$ cat config.mk
export PLATFORM = sky130hd
export DESIGN_NAME = signpipeadder_seg
export DESIGN_NICKNAME = d
export VERILOG_FILES = /design/src/rtl/signpipeadder_seg.sv
export SDC_FILE = /design/constraint.sdc
export NUM_CORES = 1
export LEC_CHECK = 0
export ABC_AREA = 1
export BUFFER_PORTS_ARGS = -buffer_cell sky130_fd_sc_hd__buf_2
export CELL_PAD_IN_SITES_DETAIL_PLACEMENT = 0
export CELL_PAD_IN_SITES_GLOBAL_PLACEMENT = 1
export CORE_UTILIZATION = 38
export CTS_CLUSTER_DIAMETER = 120
export CTS_CLUSTER_SIZE = 20
export DETAILED_ROUTE_END_ITERATION = 8
export HOLD_SLACK_MARGIN = 0.06
export PLACE_DENSITY = 0.85
export SKIP_LAST_GASP = 1
export SLEW_MARGIN = 10
export SYNTH_ARGS = -nofsm -noshare
export SYNTH_HDL_FRONTEND = slang
export SYNTH_SLANG_ARGS = --single-unit
$ cat constraint.sdc
create_clock -name clk1 -period 2.35 [get_ports clk1]
set_input_delay 0.1175 -clock clk1 [delete_from_list [all_inputs] [get_ports clk1]]
set_output_delay 0.1175 -clock clk1 [all_outputs]
set_load 0.01 [all_outputs]
$ cat src/rtl/signpipeadder_seg.sv
// Signed add/subtract unit whose carry chain is split into SEG-bit segments, one
// register stage per segment, with overflow/saturation and valid/ready flow control.
module signpipeadder_seg #(
  parameter int WIDTH    = 8,
  parameter int SEG      = 4,
  parameter bit SATURATE = 1'b0
) (
  input  logic             clk1,
  input  logic             rst_n,
  input  logic             in_valid,
  output logic             in_ready,
  input  logic [WIDTH-1:0] A,
  input  logic [WIDTH-1:0] B,
  input  logic             sub,
  input  logic             carry_in,
  output logic             out_valid,
  input  logic             out_ready,
  output logic [WIDTH-1:0] Sum,
  output logic             Carryout,
  output logic             Overflow,
  output logic             Saturated
);

  localparam int NSEG = (SEG < 1) ? 1 : (WIDTH + SEG - 1) / SEG;

  if (WIDTH < 2 || SEG < 1 || SEG > WIDTH) begin : g_param_chk
    $error("signpipeadder_seg: illegal WIDTH/SEG combination");
  end

  logic advance;

  assign advance  = ~out_valid | out_ready;
  assign in_ready = advance & rst_n;

  for (genvar k = 0; k < NSEG; k++) begin : g_stg
    localparam int LO = k * SEG;
    localparam int HI = ((k + 1) * SEG < WIDTH) ? (k + 1) * SEG - 1 : WIDTH - 1;

    // ain/bin carry only the not-yet-added bits; s_full is the sum so far incl. this segment
    logic               vin;
    logic               cin;
    logic [WIDTH-1:LO]  ain;
    logic [WIDTH-1:LO]  bin;
    logic [HI:LO]       seg_s;
    logic [HI+1:LO]     cv;
    logic [HI:0]        s_full;

    if (k == 0) begin : g_src
      assign vin    = in_valid;
      assign ain    = A;
      assign bin    = sub ? ~B : B;
      assign cin    = sub ^ carry_in;
      assign s_full = seg_s;
    end else begin : g_src
      assign vin    = g_stg[k-1].g_reg.vld_q;
      assign ain    = g_stg[k-1].g_reg.a_q;
      assign bin    = g_stg[k-1].g_reg.b_q;
      assign cin    = g_stg[k-1].g_reg.c_q;
      assign s_full = {seg_s, g_stg[k-1].g_reg.s_q};
    end

    always_comb begin
      cv     = '0;
      seg_s  = '0;
      cv[LO] = cin;
      for (int i = LO; i <= HI; i++) begin
        seg_s[i] = ain[i] ^ bin[i] ^ cv[i];
        cv[i+1]  = (ain[i] & bin[i]) | (cv[i] & (ain[i] ^ bin[i]));
      end
    end

    if (k < NSEG - 1) begin : g_reg
      logic                vld_d, vld_q;
      logic                c_d, c_q;
      logic [WIDTH-1:HI+1] a_d, a_q, b_d, b_q;
      logic [HI:0]         s_d, s_q;

      always_comb begin
        vld_d = advance ? vin : vld_q;
        a_d   = ain[WIDTH-1:HI+1];
        b_d   = bin[WIDTH-1:HI+1];
        s_d   = s_full;
        c_d   = cv[HI+1];
      end

      // Data only loads for real operations; bubbles just clear the valid bit.
      always_ff @(posedge clk1 or negedge rst_n) begin
        if (!rst_n) begin
          vld_q <= 1'b0;
          a_q   <= '0;
          b_q   <= '0;
          s_q   <= '0;
          c_q   <= 1'b0;
        end else begin
          vld_q <= vld_d;
          if (advance && vin) begin
            a_q <= a_d;
            b_q <= b_d;
            s_q <= s_d;
            c_q <= c_d;
          end
        end
      end
    end else begin : g_out
      logic             vld_d, vld_q;
      logic             cout_d, cout_q;
      logic             ovf_d, ovf_q;
      logic             sat_d, sat_q;
      logic [WIDTH-1:0] sum_d, sum_q;

      // Overflow = carry into MSB xor carry out of MSB; clamp direction follows A's sign.
      always_comb begin
        vld_d  = advance ? vin : vld_q;
        cout_d = cv[HI+1];
        ovf_d  = cv[HI] ^ cv[HI+1];
        sat_d  = SATURATE & ovf_d;
        sum_d  = s_full;
        if (sat_d)
          sum_d = ain[WIDTH-1] ? {1'b1, {(WIDTH-1){1'b0}}} : {1'b0, {(WIDTH-1){1'b1}}};
      end

      always_ff @(posedge clk1 or negedge rst_n) begin
        if (!rst_n) begin
          vld_q  <= 1'b0;
          sum_q  <= '0;
          cout_q <= 1'b0;
          ovf_q  <= 1'b0;
          sat_q  <= 1'b0;
        end else begin
          vld_q <= vld_d;
          if (advance && vin) begin
            sum_q  <= sum_d;
            cout_q <= cout_d;
            ovf_q  <= ovf_d;
            sat_q  <= sat_d;
          end
        end
      end
    end
  end

  assign out_valid = g_stg[NSEG-1].g_out.vld_q;
  assign Sum       = g_stg[NSEG-1].g_out.sum_q;
  assign Carryout  = g_stg[NSEG-1].g_out.cout_q;
  assign Overflow  = g_stg[NSEG-1].g_out.ovf_q;
  assign Saturated = g_stg[NSEG-1].g_out.sat_q;

endmodule

==> impl_results.md, run 1 <==
* Util after Layout at 47.9%
* Initial drt markers at 46
* Sequential-to-total area share from yosys stat at 45.7%
* Row cnt at 21
* FF-to-FF End: Sum[7]$_DFFE_PN0P_
* CP Data Required Time at 2.61 ns
* Ports at 35
* WL final at 2.47 mm
* Mux cell area share after synthesis at 0%
* First drt pass iteration count at 4
* Fillers at 347
* Tmin final at 2.24 ns
* Root Driver: clkbuf_4
* VDD IR max at 0.171 mV
* Die area at 0.00384 sq mm
* Post-synth top area share at 45.7%
* Clk_lat worst skew at 0.31 ns
* Post-Synth XOR/XNOR Area at 3.20%
* Post-synth EDFFs at 0
* Clock transition at path regs at 0.12 ns
* Top post-synthesis cells by count: 67 x nand2_1, 25 x dfrtp_1, 19 x inv_1
* All-layer global routing usage at 14.3%
* Global-route wire length before repair at 3.91 mm
* Max Clk Rate at 0.447 GHz
* CTS Buf Count at 3
* Worst Hold Path Cells at 5
* Post-DP HPWL at 1.90 mm
* Initial antenna violation count at 0
* Placer congestion estimate at 0.813
* Crit share post-route at 95.2%
* Cell taking the most area after synthesis: dfrtp_1
* Vias per inst at 4.33
* YS warnings at 0
* Routed met2 length at 1.11 mm
* Clk_skew at 0.00377 ns
* Post-synthesis compound-gate area fraction at 1.92%
* Detail Route met3 WL at 102 um
* Die Ht at 62.0 um
* TritonCTS Sinks at 25
* GRT Residual Overflow at 0
* Setup violations, final at 0
* Top sig layer: met4
* FFs w/ async S/R, synth at 100%
* Hold EP: g_stg[0].g_reg.b_q[7]$_DFFE_PN0P_
* Critical path launch point type: register
* Setup repair after global routing missed its margin: no
* Largest net degree at the start of global routing at 27
* Die Wd at 62.0 um
* Mapped cell area at 0.00137 sq mm
* Residual DRC at 0
* Pins Over Slew Limit at 0
* PD cells at 757 mW/mm^2
* Most frequent cell after synthesis: nand2_1
* Via count at 1043
* # Max-Cap Violations at 0
* Worst-path fanout max at 2
* Critical Path AT at 2.49 ns
* Main combinational cell family by area after synthesis: simple AND/OR/NAND/NOR gates
* Antenna Diode Count at 0
* Yosys reg bits at 25
* Final Hold Viols at 0
* Synth Area in Adders at 11.7%
* Outcome: complete, no violations
* Hold Crit Class: in2reg
* Starting Density at 40.3%
* Final nets at 226
* Avg Cell Area, Syn at 8.66 sq um
* Setup TNS at 0 ns
* Routed len/inst at 10.2 um
* Share of post-route cells with drive strength above 1 at 22.6%
* Longest Clk Path Bufs at 2
* Register-to-register path setup slack at 0.11 ns
* Worst setup EP type: register
* Area delta synth->final at 18.8%
* Port Buf Inserts at 33
* Post-synth top flop: dfrtp_1
* CTS H-tree lvls at 1
* Core Area at 0.00339 sq mm
* Crit Reg-Reg Startpoint: g_stg[0].g_reg.a_q[4]$_DFFE_PN0P_
* Net Count, Synth at 188
* Leakage at 0.000932 uW
* Mapped Cells at 158
* Simple-gate area share of the yosys netlist at 27.4%
* Crit Path Category: reg2reg
* Synth area leaders: dfrtp_1 46%, nand2_1 18%, fa_1 12%
* Distinct cells, synth at 19
* CTS tree: done
* Hold path start: B[7]
* Setup Fix Bufs, Post-CTS at 0
* Vias in the first global route at 959
* Final ANT Viol Nets at 0
* Wl on met1 at 1.20 mm
* Reg2Reg Depth at 9
## worst max-delay path: stages, from the launching register on
cell and delay (ns):
dfrtp_1 0.41, inv_1 0.08, fa_1 0.16, inv_1 0.05, fa_1 0.37, fa_1 0.40
inv_2 0.08, fa_1 0.39, nand3b_1 0.16, nand2_1 0.08
## stage by stage
| step | hold slack, ns | setup WS [ns] | power (uW) | instances | cell area, sq um |
|---|---|---|---|---|---|
| global route | 0.125 | 0.00576 | 1350 | 241 | 1620 |
| floorplan | -0.178 | 0.228 | 903 | 158 | 1370 |
| finish | 0.110 | 0.112 | 1230 | 241 | 1620 |
| global placement | 0.114 | 0.132 | 1030 | 232 | 1550 |
| CTS | 0.0993 | 0.100 | 1250 | 241 | 1620 |
| detailed placement | 0.128 | 0.0391 | 1060 | 232 | 1550 |
## worst max path at each step
stage                                      start                                end  slack (ns)  cells after the start
6_report       g_stg[0].g_reg.a_q[4]$_DFFE_PN0P_                 Sum[7]$_DFFE_PN0P_        0.11                      9
5_1_grt        g_stg[0].g_reg.a_q[4]$_DFFE_PN0P_                 Sum[7]$_DFFE_PN0P_       0.006                      9
4_1_cts        g_stg[0].g_reg.a_q[4]$_DFFE_PN0P_                 Sum[7]$_DFFE_PN0P_        0.10                      9
3_5_place_dp                                 sub  g_stg[0].g_reg.s_q[3]$_DFFE_PN0P_        0.04                     10
3_3_place_gp                                 sub  g_stg[0].g_reg.s_q[3]$_DFFE_PN0P_        0.13                     10
2_1_floorplan     g_stg[0].g_reg.c_q$_DFFE_PN0P_                 Sum[7]$_DFFE_PN0P_        0.23                      9
## cell usage in the layout, fill, tap and decap left out, drive strengths merged, types with 2 or more instances in the layout
cell type	count
inv	20
dlygate4sd3	5
clkbuf	4
a21oi	2
nand3	14
dfrtp	25
nand2	70
xnor2	2
fa	8
nand3b	4
xor2	3
buf	35
## what timing repair did
item | 4_1_cts | 5_1_grt
hold buffers | 5 | 0
setup endpoints to repair | 0 | 1
endpoints found under the hold margin | 29 | 0
resized for setup | 0 | 1
## routing by layer
layer	vias up	GRT usage, %
li1	543	-
met1	462	17.2
met2	33	24.3
met3	5	2.48
met4	0	7.62
met5	-	0
## final cells by class
cell class	count	area, sq um	share of cell area (%)
flip-flops and latches	25	626	38.5
inverters	20	75.1	4.62
well taps	46	57.6	3.54
repair buffers	40	230	14.2
clock buffers	4	26.3	1.62
multi-input cells	106	609	37.5
## cells by family (layout without fill, tap and decap cells)
logic type | count (synthesis) | in the layout
AND/OR/NAND/NOR | 88 | 88
buffers and inverters | 27 | 64
flip-flops | 25 | 25
adder cells (fa/ha/maj) | 8 | 8
XOR/XNOR | 5 | 5
AO/OA/AOI/OAI | 4 | 4
other | 1 | 1
## sequential cells by signal, indices dropped and copies added, names as in the netlist
signal / flops
g_stg.g_reg.c_q: 1
g_stg.g_reg.a_q: 4
Carryout: 1
Sum: 8
out_valid: 1
Overflow: 1
g_stg.g_reg.b_q: 4
g_stg.g_reg.vld_q: 1
g_stg.g_reg.s_q: 4
## report_power, final
part           total [uW]  leakage (uW)  switching, uW  internal, uW
combinational         419      0.000607            234           185
sequential            627      0.000310           75.8           552
clock                 182     0.0000150            116          66.3
total                1230      0.000932            426           803
No activity file was read; power rests on OpenSTA's default activity.
==> run 2, diff against run 1 <==
Settings changed: CORE_UTILIZATION 38 to 41, PLACE_DENSITY 0.85 to 0.9.
Clock period 2.35 ns to 2.75 ns, I/O delays scaled along.
==> run 2 against run 1 <==
First-iteration DRC count down 52%. Via count down 1.5%. Core utilization grew 3.9 points. Cell area is 1.1% lower. Setup slack improved by 0.37 ns. Non-clock buffer count is 2 lower. Worst hold slack improved by 0.013 ns. Sequential share of layout area increased by 0.42 points. Sequential power decreased by 15%. Sequential cell count unchanged. Largest power group unchanged.
==> impl_results.md, run 2 (synthesis results as in run 1) <==
* Tmin final at 2.27 ns (+0.0313 ns)
* Clock transition at path regs at 0.12 ns (about the same)
* Area delta synth->final at 17.5%
* Residual DRC at 0 (unchanged)
* Worst Hold Path Cells at 5 (unchanged)
* Reg2Reg Depth at 9 (unchanged)
* Footprint of the multi-input gates at 609 sq um (unchanged)
* Ports at 35 (unchanged)
* Root Driver: clkbuf_4
* WP buf/inv at 3 (unchanged)
* Worst setup startpoint: g_stg[0].g_reg.c_q$_DFFE_PN0P_
* Hold Crit Class: in2reg
* Final ANT Viol Nets at 0 (unchanged)
* Row cnt at 20 (-4.8%)
* Port Buf Inserts at 33 (unchanged)
* CP Data Required Time at 3.01 ns (+0.40 ns)
* CTS H-tree lvls at 1 (unchanged)
* Global-route wire length before repair at 4.22 mm (+7.7%)
* Share of post-route cells with drive strength above 1 at 21.2% (-1.3 points)
* WP depth at 9 (unchanged)
* Die Ht at 59.8 um (-3.6%)
* Initial drt markers at 22 (-52%)
* Placed inst area at 0.00153 sq mm (-1.1%)
* Outcome: complete, no violations
* Fillers at 335 (-3.5%)
* Max Clk Rate at 0.441 GHz (-1.4%)
* CTS Buf Count at 3 (unchanged)
* Starting Density at 44.1% (+3.7 points)
* Hold path start: B[4]
* Via count at 1027 (-1.5%)
* Critical Path AT at 2.53 ns (+0.04 ns)
* Crit share post-route at 82.5% (-13 points)
* Leakage at 0.000923 uW (-0.99%)
* TritonCTS Sinks at 25 (unchanged)
* Post-route insts no fill at 237 (-1.7%)
* Die Wd at 59.8 um (-3.6%)
* Post-DP HPWL at 1.91 mm (+0.24%)
* Util after Layout at 51.8% (+3.9 points)
* Pins Over Slew Limit at 0 (unchanged)
* Setup TNS at 0 ns (unchanged)
* CP max stage delay at 0.41 ns (about the same)
* Reg area at 626 sq um (unchanged)
* VDD IR max at 0.177 mV (+3.4%)
* Clk_lat worst skew at 0.31 ns (about the same)
* Slowest stage cell, crit path: fa_1
* Most common cell after layout, fill and taps aside: nand2_1
* Register-to-register path setup slack at 0.48 ns (+0.37 ns)
* Critical path launch point type: register
* Worst setup EP type: register
* Die area at 0.00357 sq mm (-7.1%)
* Longest Clk Path Bufs at 2 (unchanged)
* CP dominant cell by count: fa_1
* Placed Cells incl. Taps at 228 (-1.7%)
* Clk_skew at 0.00412 ns (+0.000348 ns)
* Antenna Diode Count at 0 (unchanged)
* Crit Path Category: reg2reg
* All-layer global routing usage at 15.7% (+1.4 points)
* Crit Reg-Reg Startpoint: g_stg[0].g_reg.c_q$_DFFE_PN0P_
* WL final at 2.43 mm (-1.6%)
* Final nets at 224 (-0.88%)
* Setup violations, final at 0 (unchanged)
* GRT Residual Overflow at 0 (unchanged)
* Final Hold Viols at 0 (unchanged)
* Routed len/inst at 10.2 um (about the same)
* Largest net degree at the start of global routing at 27 (unchanged)
* Worst-path fanout max at 2 (unchanged)
* Most frequent cells in the layout: 67 x nand2_1, 33 x buf_2, 25 x dfrtp_1, 19 x inv_1, 14 x nand3_1
* # resized after CTS at 0 (unchanged)
* Crit-path cells: inv_1, fa_1, inv_1, fa_1, fa_1, inv_1, fa_1, nand3b_1, nand2_1
* Hold_buf cts at 5 (unchanged)
* Vias per inst at 4.33 (+0.13%)
* FF-to-FF End: Sum[7]$_DFFE_PN0P_
* Setup Fix Bufs, Post-CTS at 0 (unchanged)
* Worst slew pin tran at 0.537 ns
* First drt pass iteration count at 4 (unchanged)
* Design area at 0.00161 sq mm (-1.1%)
* Vias in the first global route at 987 (+2.9%)
* Max FFs per register at 8 (unchanged)
* Design Power at 1050 uW (-15%)
* PD cells at 653 mW/mm^2 (-14%)
* Placer congestion estimate at 0.780 (-4.1%)
* # Max-Cap Violations at 0 (unchanged)
* CP delay by family, top: adder cells
* Setup repair after global routing missed its margin: no
* Worst relative slew slack at 64.2%
* Hold EP: g_stg[0].g_reg.b_q[4]$_DFFE_PN0P_
* Core Area at 0.00310 sq mm (-8.5%)
* CTS tree: done
* Initial antenna violation count at 0 (unchanged)
==> run 2: cell count changes in the layout (fill, tap and decap cells not counted) <==
cell   before  now
buf_4       2    0
inv_1      18   19
inv_2       2    1
==> run 2: metal layers <==
layer | up-vias | wire length, um | track usage, %
met4 | 0 | 33 | 5.98
li1 | 539 | - | -
met2 | 32 | 1110 | 26.8
met3 | 3 | 122 | 2.38
met1 | 453 | 1160 | 20.1
met5 | - | 0 | 0
==> run 2: final cells by class <==
type	count	share of cell area (%)
Sequential cell	25	38.9
Clock buffer	4	1.64
Multi-Input combinational cell	106	37.9
Inverter	20	4.67
Timing Repair Buffer	38	13.4
Tap cell	44	3.43
==> run 2: report_power, final <==
group          switching [uW]  total, uW  internal, uW
clock network             100        157          56.7
logic                     201        357           156
registers                64.3        535           471
total                     365       1050           684
==> run 2: how the worst max path moves through the flow <==
stage                                              to  slack [ns]
finish                             Sum[7]$_DFFE_PN0P_        0.48
CTS                                Sum[7]$_DFFE_PN0P_        0.48
global route                       Sum[7]$_DFFE_PN0P_        0.33
detailed placement  g_stg[0].g_reg.s_q[3]$_DFFE_PN0P_        0.45
global placement    g_stg[0].g_reg.s_q[3]$_DFFE_PN0P_        0.51
floorplan           g_stg[0].g_reg.s_q[3]$_DFFE_PN0P_        0.61
==> run 2: per-stage QoR <==
| stage | hold WS [ns] | worst slack (ns) |
|---|---|---|
| 3_5_place_dp | 0.153 | 0.447 |
| 6_report | 0.123 | 0.481 |
| 4_1_cts | 0.115 | 0.478 |
| 2_1_floorplan | -0.158 | 0.609 |
| 5_1_grt | 0.138 | 0.335 |
| 3_3_place_gp | 0.142 | 0.513 |
==> run 2: worst register-to-register path: cells and delay by family (launching register included) <==
| kind | cells | cell delay, ns |
|---|---|---|
| flip-flops | 1 | 0.40 |
| AND/OR/NAND/NOR | 2 | 0.26 |
| buffers and inverters | 3 | 0.23 |
| adder cells (fa/ha/maj) | 4 | 1.34 |
